[src/rtl/jtag_master_pkg.sv]
// Shared encodings for the JTAG master engine: command opcodes and FSM states.
package jtag_master_pkg;

    typedef enum logic [1:0] {
        OP_RESET     = 2'd0,
        OP_TMS_SEQ   = 2'd1,
        OP_SCAN      = 2'd2,
        OP_SCAN_FLIP = 2'd3
    } op_e;

    typedef enum logic [2:0] {
        S_IDLE, S_FETCH, S_LOW, S_HIGH, S_PUSH, S_DONE
    } state_e;

    function automatic logic is_scan(op_e op);
        return (op == OP_SCAN) || (op == OP_SCAN_FLIP);
    endfunction

endpackage

[src/rtl/jtag_master_engine_if.sv]
// Command, TDI-word and TDO-word valid/ready channels between host decoder and engine.
interface jtag_master_engine_if #(
    parameter int DATA_W  = 32,
    parameter int NBITS_W = 16
);
    import jtag_master_pkg::*;

    logic               cmd_valid;
    logic               cmd_ready;
    op_e                cmd_op;
    logic [NBITS_W-1:0] cmd_nbits;
    logic               din_valid;
    logic               din_ready;
    logic [DATA_W-1:0]  din_data;
    logic               dout_valid;
    logic               dout_ready;
    logic [DATA_W-1:0]  dout_data;

    modport master (
        output cmd_valid, cmd_op, cmd_nbits, din_valid, din_data, dout_ready,
        input  cmd_ready, din_ready, dout_valid, dout_data
    );

    modport slave (
        input  cmd_valid, cmd_op, cmd_nbits, din_valid, din_data, dout_ready,
        output cmd_ready, din_ready, dout_valid, dout_data
    );

endinterface

[src/rtl/jtag_tck_div.sv]
// TCK phase timer: counts CLK_DIV cycles per phase while enabled, flags first and last cycle.
module jtag_tck_div #(
    parameter int CLK_DIV = 5
) (
    input  logic clk,
    input  logic rst,
    input  logic en,
    output logic ph_start,
    output logic ph_end
);
    localparam int CW = (CLK_DIV > 1) ? $clog2(CLK_DIV) : 1;

    logic [CW-1:0] cnt;

    // Restart on every phase end so LOW and HIGH each get a full CLK_DIV window
    always_ff @(posedge clk or posedge rst) begin
        if (rst)                cnt <= '0;
        else if (!en || ph_end) cnt <= '0;
        else                    cnt <= cnt + 1'b1;
    end

    assign ph_start = en && (cnt == '0);
    assign ph_end   = en && (cnt == CW'(CLK_DIV - 1));

endmodule

[src/rtl/jtag_master_engine.sv]
// JTAG master: runs RESET / TMS_SEQ / SCAN / SCAN_FLIP_TMS on TCK/TMS/TDI/TDO pins,
// TCK pausing low whenever the TDI or TDO word stream stalls.
module jtag_master_engine
    import jtag_master_pkg::*;
#(
    parameter int DATA_W     = 32,
    parameter int NBITS_W    = 16,
    parameter int CLK_DIV    = 5,
    parameter int RESET_CLKS = 5
) (
    input  logic                 clk,
    input  logic                 rst,
    jtag_master_engine_if.slave  bus,
    output logic                 cmd_done,
    output logic                 busy,
    output logic                 tck,
    output logic                 tms,
    output logic                 tdi,
    input  logic                 tdo
);
    localparam int SHL_W = $clog2(DATA_W + 1);
    localparam int CI_W  = $clog2(DATA_W);

    state_e             state, state_n;
    op_e                op, op_n;
    logic [NBITS_W-1:0] cnt, cnt_n;
    logic [DATA_W-1:0]  sh, sh_n, cap, cap_n, dd, dd_n;
    logic [SHL_W-1:0]   shl, shl_n;
    logic [CI_W-1:0]    cidx, cidx_n;
    logic               dv, dv_n, tms_n, tdi_n;
    logic               ph_start, ph_end;

    jtag_tck_div #(.CLK_DIV(CLK_DIV)) u_div (
        .clk(clk), .rst(rst), .en(state == S_LOW || state == S_HIGH),
        .ph_start(ph_start), .ph_end(ph_end)
    );

    always_comb begin
        state_n = state;  op_n = op;  cnt_n = cnt;  sh_n = sh;  shl_n = shl;
        cap_n = cap;  cidx_n = cidx;  dd_n = dd;
        dv_n = dv && !bus.dout_ready;
        tms_n = tms;  tdi_n = tdi;
        bus.cmd_ready = 1'b0;
        bus.din_ready = 1'b0;
        case (state)
            S_IDLE: begin
                bus.cmd_ready = !rst;
                if (bus.cmd_valid) begin
                    op_n = bus.cmd_op;  shl_n = '0;  cap_n = '0;  cidx_n = '0;
                    if (bus.cmd_op == OP_RESET) begin
                        cnt_n   = NBITS_W'(RESET_CLKS + 1);
                        state_n = S_LOW;
                    end else begin
                        cnt_n   = bus.cmd_nbits;
                        state_n = (bus.cmd_nbits == '0) ? S_DONE : S_FETCH;
                    end
                end
            end
            S_FETCH: if (bus.din_valid) begin
                bus.din_ready = 1'b1;
                sh_n    = bus.din_data;
                shl_n   = SHL_W'(DATA_W);
                state_n = S_LOW;
            end
            S_LOW: if (ph_end) state_n = S_HIGH;
            S_HIGH: begin
                if (ph_start) cap_n[cidx] = tdo;
                if (ph_end) begin
                    cnt_n  = cnt - 1'b1;
                    sh_n   = sh >> 1;
                    shl_n  = shl - 1'b1;
                    cidx_n = (cidx == CI_W'(DATA_W - 1)) ? '0 : cidx + 1'b1;
                    if (is_scan(op) && (cnt == NBITS_W'(1) || cidx == CI_W'(DATA_W - 1)))
                        state_n = S_PUSH;
                    else if (cnt == NBITS_W'(1))
                        state_n = S_DONE;
                    else if (op != OP_RESET && shl == SHL_W'(1))
                        state_n = S_FETCH;
                    else
                        state_n = S_LOW;
                end
            end
            S_PUSH: if (!dv || bus.dout_ready) begin
                dv_n  = 1'b1;
                dd_n  = cap;
                cap_n = '0;  // zero-fills the upper bits of a final partial word
                if (cnt == '0)      state_n = S_DONE;
                else if (shl == '0) state_n = S_FETCH;
                else                state_n = S_LOW;
            end
            S_DONE:  state_n = S_IDLE;
            default: state_n = S_IDLE;
        endcase

        // Pins change only when a bit period begins, so they are stable across the TCK rise
        if (state_n == S_LOW) begin
            case (op_n)
                OP_RESET:   begin tms_n = (cnt_n != NBITS_W'(1)); tdi_n = 1'b0;    end
                OP_TMS_SEQ: begin tms_n = sh_n[0];                tdi_n = 1'b0;    end
                OP_SCAN:    begin tms_n = 1'b0;                   tdi_n = sh_n[0]; end
                default:    begin tms_n = (cnt_n == NBITS_W'(1)); tdi_n = sh_n[0]; end
            endcase
        end else if (state_n == S_DONE || state_n == S_IDLE) begin
            tms_n = 1'b0;
            tdi_n = 1'b0;
        end
    end

    always_ff @(posedge clk or posedge rst) begin
        if (rst) begin
            state <= S_IDLE;  op <= OP_RESET;  cnt <= '0;  sh <= '0;  shl <= '0;
            cap <= '0;  cidx <= '0;  dv <= 1'b0;  dd <= '0;
            tck <= 1'b0;  tms <= 1'b0;  tdi <= 1'b0;
        end else begin
            state <= state_n;  op <= op_n;  cnt <= cnt_n;  sh <= sh_n;  shl <= shl_n;
            cap <= cap_n;  cidx <= cidx_n;  dv <= dv_n;  dd <= dd_n;
            tck <= (state_n == S_HIGH);
            tms <= tms_n;
            tdi <= tdi_n;
        end
    end

    assign bus.dout_valid = dv;
    assign bus.dout_data  = dd;
    assign cmd_done       = (state == S_DONE);
    assign busy           = (state != S_IDLE) || dv;

endmodule

[src/flat_wrapper.sv]
// flat-port wrapper written by rule: the top's interface ports become plain ports
module jtag_master_engine_flat import jtag_master_pkg::*;
#(
    parameter int DATA_W     = 32,
    parameter int NBITS_W    = 16,
    parameter int CLK_DIV    = 5,
    parameter int RESET_CLKS = 5
)
  (clk, rst, cmd_done, busy, tck, tms, tdi, tdo, bus_cmd_valid, bus_cmd_op, bus_cmd_nbits, bus_din_valid, bus_din_data, bus_dout_ready, bus_cmd_ready, bus_din_ready, bus_dout_valid, bus_dout_data);
  jtag_master_engine_if #(.DATA_W(DATA_W), .NBITS_W(NBITS_W)) bus_i ();
  input  logic clk;
  input  logic rst;
  output logic cmd_done;
  output logic busy;
  output logic tck;
  output logic tms;
  output logic tdi;
  input  logic tdo;
  input wire logic [$bits(bus_i.cmd_valid)-1:0] bus_cmd_valid;
  input wire logic [$bits(bus_i.cmd_op)-1:0] bus_cmd_op;
  input wire logic [$bits(bus_i.cmd_nbits)-1:0] bus_cmd_nbits;
  input wire logic [$bits(bus_i.din_valid)-1:0] bus_din_valid;
  input wire logic [$bits(bus_i.din_data)-1:0] bus_din_data;
  input wire logic [$bits(bus_i.dout_ready)-1:0] bus_dout_ready;
  output wire logic [$bits(bus_i.cmd_ready)-1:0] bus_cmd_ready;
  output wire logic [$bits(bus_i.din_ready)-1:0] bus_din_ready;
  output wire logic [$bits(bus_i.dout_valid)-1:0] bus_dout_valid;
  output wire logic [$bits(bus_i.dout_data)-1:0] bus_dout_data;
  assign bus_i.cmd_valid = bus_cmd_valid;
  assign bus_i.cmd_op = bus_cmd_op;
  assign bus_i.cmd_nbits = bus_cmd_nbits;
  assign bus_i.din_valid = bus_din_valid;
  assign bus_i.din_data = bus_din_data;
  assign bus_i.dout_ready = bus_dout_ready;
  assign bus_cmd_ready = bus_i.cmd_ready;
  assign bus_din_ready = bus_i.din_ready;
  assign bus_dout_valid = bus_i.dout_valid;
  assign bus_dout_data = bus_i.dout_data;
  jtag_master_engine #(.DATA_W(DATA_W), .NBITS_W(NBITS_W), .CLK_DIV(CLK_DIV), .RESET_CLKS(RESET_CLKS)) u_core (.clk(clk), .rst(rst), .bus(bus_i), .cmd_done(cmd_done), .busy(busy), .tck(tck), .tms(tms), .tdi(tdi), .tdo(tdo));
endmodule
[config.mk]
export PLATFORM = sky130hd
export DESIGN_NAME = jtag_master_engine_flat
export DESIGN_NICKNAME = d
export VERILOG_FILES = /design/src/rtl/jtag_master_pkg.sv /design/src/rtl/jtag_master_engine_if.sv /design/src/rtl/jtag_tck_div.sv /design/src/rtl/jtag_master_engine.sv /design/src/flat_wrapper.sv
export SDC_FILE = /design/constraint.sdc
export NUM_CORES = 1
export LEC_CHECK = 0
export ABC_CLOCK_PERIOD_IN_PS = 6400
export BUFFER_PORTS_ARGS = -buffer_cell sky130_fd_sc_hd__buf_2
export CORE_UTILIZATION = 58
export DETAILED_ROUTE_END_ITERATION = 10
export HOLD_SLACK_MARGIN = 0.03
export PLACE_DENSITY = 0.82
export SLEW_MARGIN = 10
export SYNTH_ARGS = -nofsm -noshare
export SYNTH_HDL_FRONTEND = slang
export SYNTH_SLANG_ARGS = --single-unit
[constraint.sdc]
create_clock -name clk -period 6.4 [get_ports clk]
set_clock_uncertainty 0.05 [all_clocks]
set_input_delay 1.28 -clock clk [delete_from_list [all_inputs] [get_ports clk]]
set_output_delay 1.28 -clock clk [all_outputs]
set_load 0.005 [all_outputs]
Word-level counts from Yosys, hierarchy flattened

Index checks and enable logic that the tools add are counted.

Flip-flop bits (word level): 135
Bits of input ports: 56
Output and inout port bits: 40
Logic and storage cells: 129

$add $sub $neg: 4
$lt $le $gt $ge: 2
Equal/unequal tests: 23
Muxes and demuxes: 48
Reductions and logical operators: 38

Operators by type and width:

| cell                                                                      | count |
|---|---|
| 32-bit 2-to-1 mux                                                         | 5 |
| 32-bit one-hot mux with 3 select lines                                    | 1 |
| 32-bit one-hot mux with 2 select lines                                    | 1 |
| 16-bit 2-to-1 mux                                                         | 3 |
| 3-bit 2-to-1 mux                                                          | 11 |
| 32-bit bitwise mux                                                        | 1 |
| 16-bit by 1-bit == test with 1-bit output (second input constant)         | 2 |
| 16-bit logical NOT                                                        | 2 |
| 16-bit one-hot mux with 2 select lines                                    | 1 |
| 6-bit 2-to-1 mux                                                          | 3 |
| 6-bit one-hot mux with 3 select lines                                     | 1 |
| 16-bit by 1-bit inequality test with 1-bit output (second input constant) | 1 |
| 16-bit by 1-bit subtractor with 16-bit output (second input constant)     | 1 |
| 5-bit 2-to-1 mux                                                          | 3 |
| 3-bit one-hot mux with 5 select lines                                     | 1 |
| 3-bit by 2-bit == test with 1-bit output (second input constant)          | 4 |
| 3-bit == test (second input constant)                                     | 4 |
| 1-bit 2-to-1 mux                                                          | 10 |
| 5-bit one-hot mux with 2 select lines                                     | 1 |
| 3-bit logical NOT                                                         | 3 |
| 3-bit nonzero test                                                        | 3 |
| 2-bit 2-to-1 mux                                                          | 4 |
| 4-bit AND reduction                                                       | 2 |
| 2-bit nonzero test                                                        | 4 |
| 22 further kinds                                                          | 43 |

Longest topological paths before layout

Depth after elaboration: 11
Depth in mapped cells: 10

Cells and area by module

A second synthesis with hierarchy kept.

Cells, all modules: 730
Area total of the unflattened synthesis: 6512.5 um2

By module, submodules not included:

| module             | instances | cells each | area an instance (um2) | seq. area each (um2) |
|---|---|---|---|---|
| jtag_master_engine | 1         | 713        | 6346.1                 | 3303.2 |
| jtag_tck_div       | 1         | 17         | 166.4                  | 75.1 |

Worst setup path before layout

No wires, ideal clock.

Kind: in2out
From: input bus_din_valid
To: output bus_din_ready
Arrival: 2.051 ns
Setup slack: 3.019 ns
Stages: 3
Path buffers: 2
Cell sequence: nor4bb_1 clkbuf_1 clkbuf_1

Longest elaborated chain between the ends: 2

RTL lines:

| element          | RTL line                 | RTL |
|---|---|---|
| start, declared  | flat_wrapper.sv:22       | `input wire logic [$bits(bus_i.din_valid)-1:0] bus_din_valid;` |
| 1-bit 2-to-1 mux | jtag_master_engine.sv:59 | `S_FETCH: if (bus.din_valid) begin` |
| 1-bit 2-to-1 mux | jtag_master_engine.sv:45 | `case (state)` |
| end, declared    | flat_wrapper.sv:26       | `output wire logic [$bits(bus_i.din_ready)-1:0] bus_din_ready;` |

No other way between the ends.

Worst setup path after layout

Same ends and word-level chain as after synthesis.

==> summary.md <==
| Metric | Value |
|---|---|
| Worst Setup End Kind | output pin |
| Max transition margin | around 31% |
| Worst-Margin Slew | around 1000 ps |
| Synth Cell Area | roughly 0.0067 mm² |
| Outcome | completed |
| Synth warn | 0 |
| Vias per cell | between 6 and 7 |
| Placer congestion estimate | a little over 0.9 |
| Finished Core Util | 70.9% |
| GRT Max-Usage Layer | met2 |
| Synth Area in Adders | ~2.2% |
| GRT overflow | 0 |
| Number of flops mapped to enable cells by yosys | 0 |
| Leakage | roughly 3.8 nW |
| Routed WL | 17.4 mm |
| Post-layout min period | 3630 ps |
| Via count | a little under 6k |
| Worst hold-check path type | flip-flop to flip-flop |
| Clock-pin slew on the worst setup and hold paths | ~60 ps |
| Max FO, Critical Path | 35 |
| Initial cell density of the core | slightly above 60% |
| CTS hold repair buffers | 0 |
| CTS tree | done |
| Worst-Skew Late Latency | between 400 and 500 ps |
| Prevailing post-synth register cell | dfrtp_1 |
| Final hold vios | 0 |
| Pwr Density | slightly above 400 mW/mm² |
| Tcrit/Tclk final | between 50% and 60% |
| Routed Antenna Nets | 0 |
| Final setup margin | roughly 2800 ps |
| Slew Viols, Final | 0 |
| Setup Fix Bufs, Post-CTS | 0 |
| I/O Pins | 96 |
| Synth top area share | 50.4% |
| Maximum VDD drop | about 300 µV |
| DR pass1 iterations | 6 |
| Reg2Reg Depth | 7 |
| XOR/XNOR Fraction of Synth Area | less than 1% |
| Vias in the first global route | about 5.7k |
| Hold path cells | 2 |
| Total track usage | between 30 and 40% |
| Total CTS buffers | 17 |
| N_diodes | 0 |
| Fin nets | about 840 |
| Arr. time, crit path | around 2300 ps |
| Commonest non-fill, non-tap cell in the layout | dfrtp_1 |
| RSZ-0062 raised after global routing | false |
| Hpwl dp | 11.6 mm |
| Core area | between 0.01 and 0.015 mm² |
| Bufs on Longest Clock Path | 2 |
| Yosys cell types | just under 60 |
| MaxCap Viol Count | 0 |
| Die Y | around 110 µm |
| Clk sinks | 135 |
| Final setup violation count | 0 |
| WS Path Type | input port to output pin |
| Fillers | around 840 |
| Setup TNS | 0 ps |
| Met1 Resource Use GR | a little over two fifths |
| Worst EP required | 5070 ps |
| Die area | about 0.012 mm² |
| Largest net degree at the start of global routing | 85 |
| Met3 usage | under 10% |
| Fmax | 275 MHz |
| Cts repair resizes | 0 |
| Total number of H-tree levels | 4 |
| Initial antenna violation count | 0 |
| Global-route wire length before repair | approximately 29 mm |
| Crit start category | input port |
| Commonest cells after routing, fill and taps aside | dfrtp_1 (135), nand2_1 (104), buf_2 (95) |
| DP Worst Slack | roughly 2500 ps |
| #FFs+latches synth | between 100 and 150 |
| PortBufs | 95 |
| CTS Root Cell | clkbuf_16 |
| Row count | 38 |
| First-iteration detailed-routing DRC count | 508 |
| Yosys top cell by area | dfrtp_1 |
| Post-Syn Nets | 759 |
| Post-synth ARST share | 100% |
| Simple-gate share of the synthesized area | between 10% and 20% |
| Cells after Synth | about 700 |
| Met2 usage | a little under half |
| Mux cell area share after synthesis | 6.16% |
| Layout cell share with drive strength beyond 1 | between 20% and 30% |
| Compound-cell area share of the yosys netlist | between 10% and 20% |
| Post-DR wirelength/cell | around 19 µm |
| Sequential area share after synthesis | 50.4% |
| Largest family of logic cells by synthesized area | simple AND/OR/NAND/NOR gates |
| Area Overhead vs Synth | 16.6% |
| Residual DRC count | 0 |
| Largest cells by area after synthesis | dfrtp_1 (50%), o21ai_0 (6.2%), nand2_1 (5.8%) |
| Synthesized area per cell | around 9.7 µm² |
| Die W | approximately 110 µm |
-- stage by stage --
stage          hold WS, ps  power, mW  cell area, µm²  std cells
3_5_place_dp           413       2.18            7240        889
5_1_grt                445       3.32            7820        921
3_3_place_gp           405       2.14            7240        889
2_1_floorplan          393       1.90            6710        691
4_1_cts                431       3.13            7810        921
6_report               430       3.14            7820        921
-- layer usage --
| layer | wire length (µm) | share of wire [%] | up-vias |
|---|---|---|---|
| li1 | - | - | 2665 |
| met1 | 7720 | 44 | 2867 |
| met2 | 8150 | 47 | 272 |
| met3 | 1190 | 6.9 | 33 |
| met4 | 328 | 1.9 | 0 |
| met5 | 0 | 0 | - |
-- path summary, 6_finish.rpt --
kind | start | to | slack [ps]
max | bus_din_valid | bus_din_ready | 2770
min in group asynchronous | rst | u_core.bus.dout_valid$_DFF_PP0_ | 1080
min reg2reg | u_core.sh[8]$_DFFE_PP0P_ | u_core.sh[8]$_DFFE_PP0P_ | 430
min | u_core.sh[8]$_DFFE_PP0P_ | u_core.sh[8]$_DFFE_PP0P_ | 430
max reg2reg | u_core.state[1]$_DFF_PP0_ | u_core.tms$_DFFE_PP0P_ | 3060
max in group asynchronous | rst | u_core.tdi$_DFFE_PP0P_ | 3980
-- final cells by class --
class                   instances  area (µm²)  share of cell area, %
clock buffers                  21         470                   6.02
multi-input cells             498        3120                   39.9
clock inverters                11        97.6                   1.25
well taps                     140         175                   2.24
inverters                      15        58.8                  0.752
repair buffers                101         520                   6.66
flip-flops and latches        135        3380                   43.2
-- worst max-delay path: stages --
cell	delay [ps]
buf_2	160
nor4bb_4	300
buf_4	380
buf_2	180
-- logic make-up after synthesis --
logic type	Yosys count
flops	135
simple gates	250
xor+xnor	4
fa+ha+maj	12
mux	37
buf+inv	58
compound gates	195
-- synth_stat cells, drive strengths merged, types with 14 or more instances --
cell type,number
nor2,26
inv,15
mux2,34
a21oi,42
dfrtp,135
nor4,15
a22oi,33
o21ai,83
nand2,105
clkbuf,34
nand3,14
-- flip-flops by register name, indices dropped and copies added, names as in the netlist --
signal	flops
u_core.tms	1
u_core.sh	32
u_core.cap	32
u_core.shl	6
u_core.cidx	5
u_core.cnt	16
u_core.bus.dout_data	32
u_core.tck	1
u_core.u_div.cnt	3
u_core.tdi	1
u_core.op	2
u_core.bus.dout_valid	1
u_core.state	3
-- power by group --
part / switching, mW / internal, mW / leakage (nW)
sequential: 0.198 / 1.03 / 1.81
clock: 0.366 / 0.564 / 0.283
combinational: 0.632 / 0.352 / 1.75
total: 1.20 / 1.95 / 3.84
(Power assumes the default switching activity.)
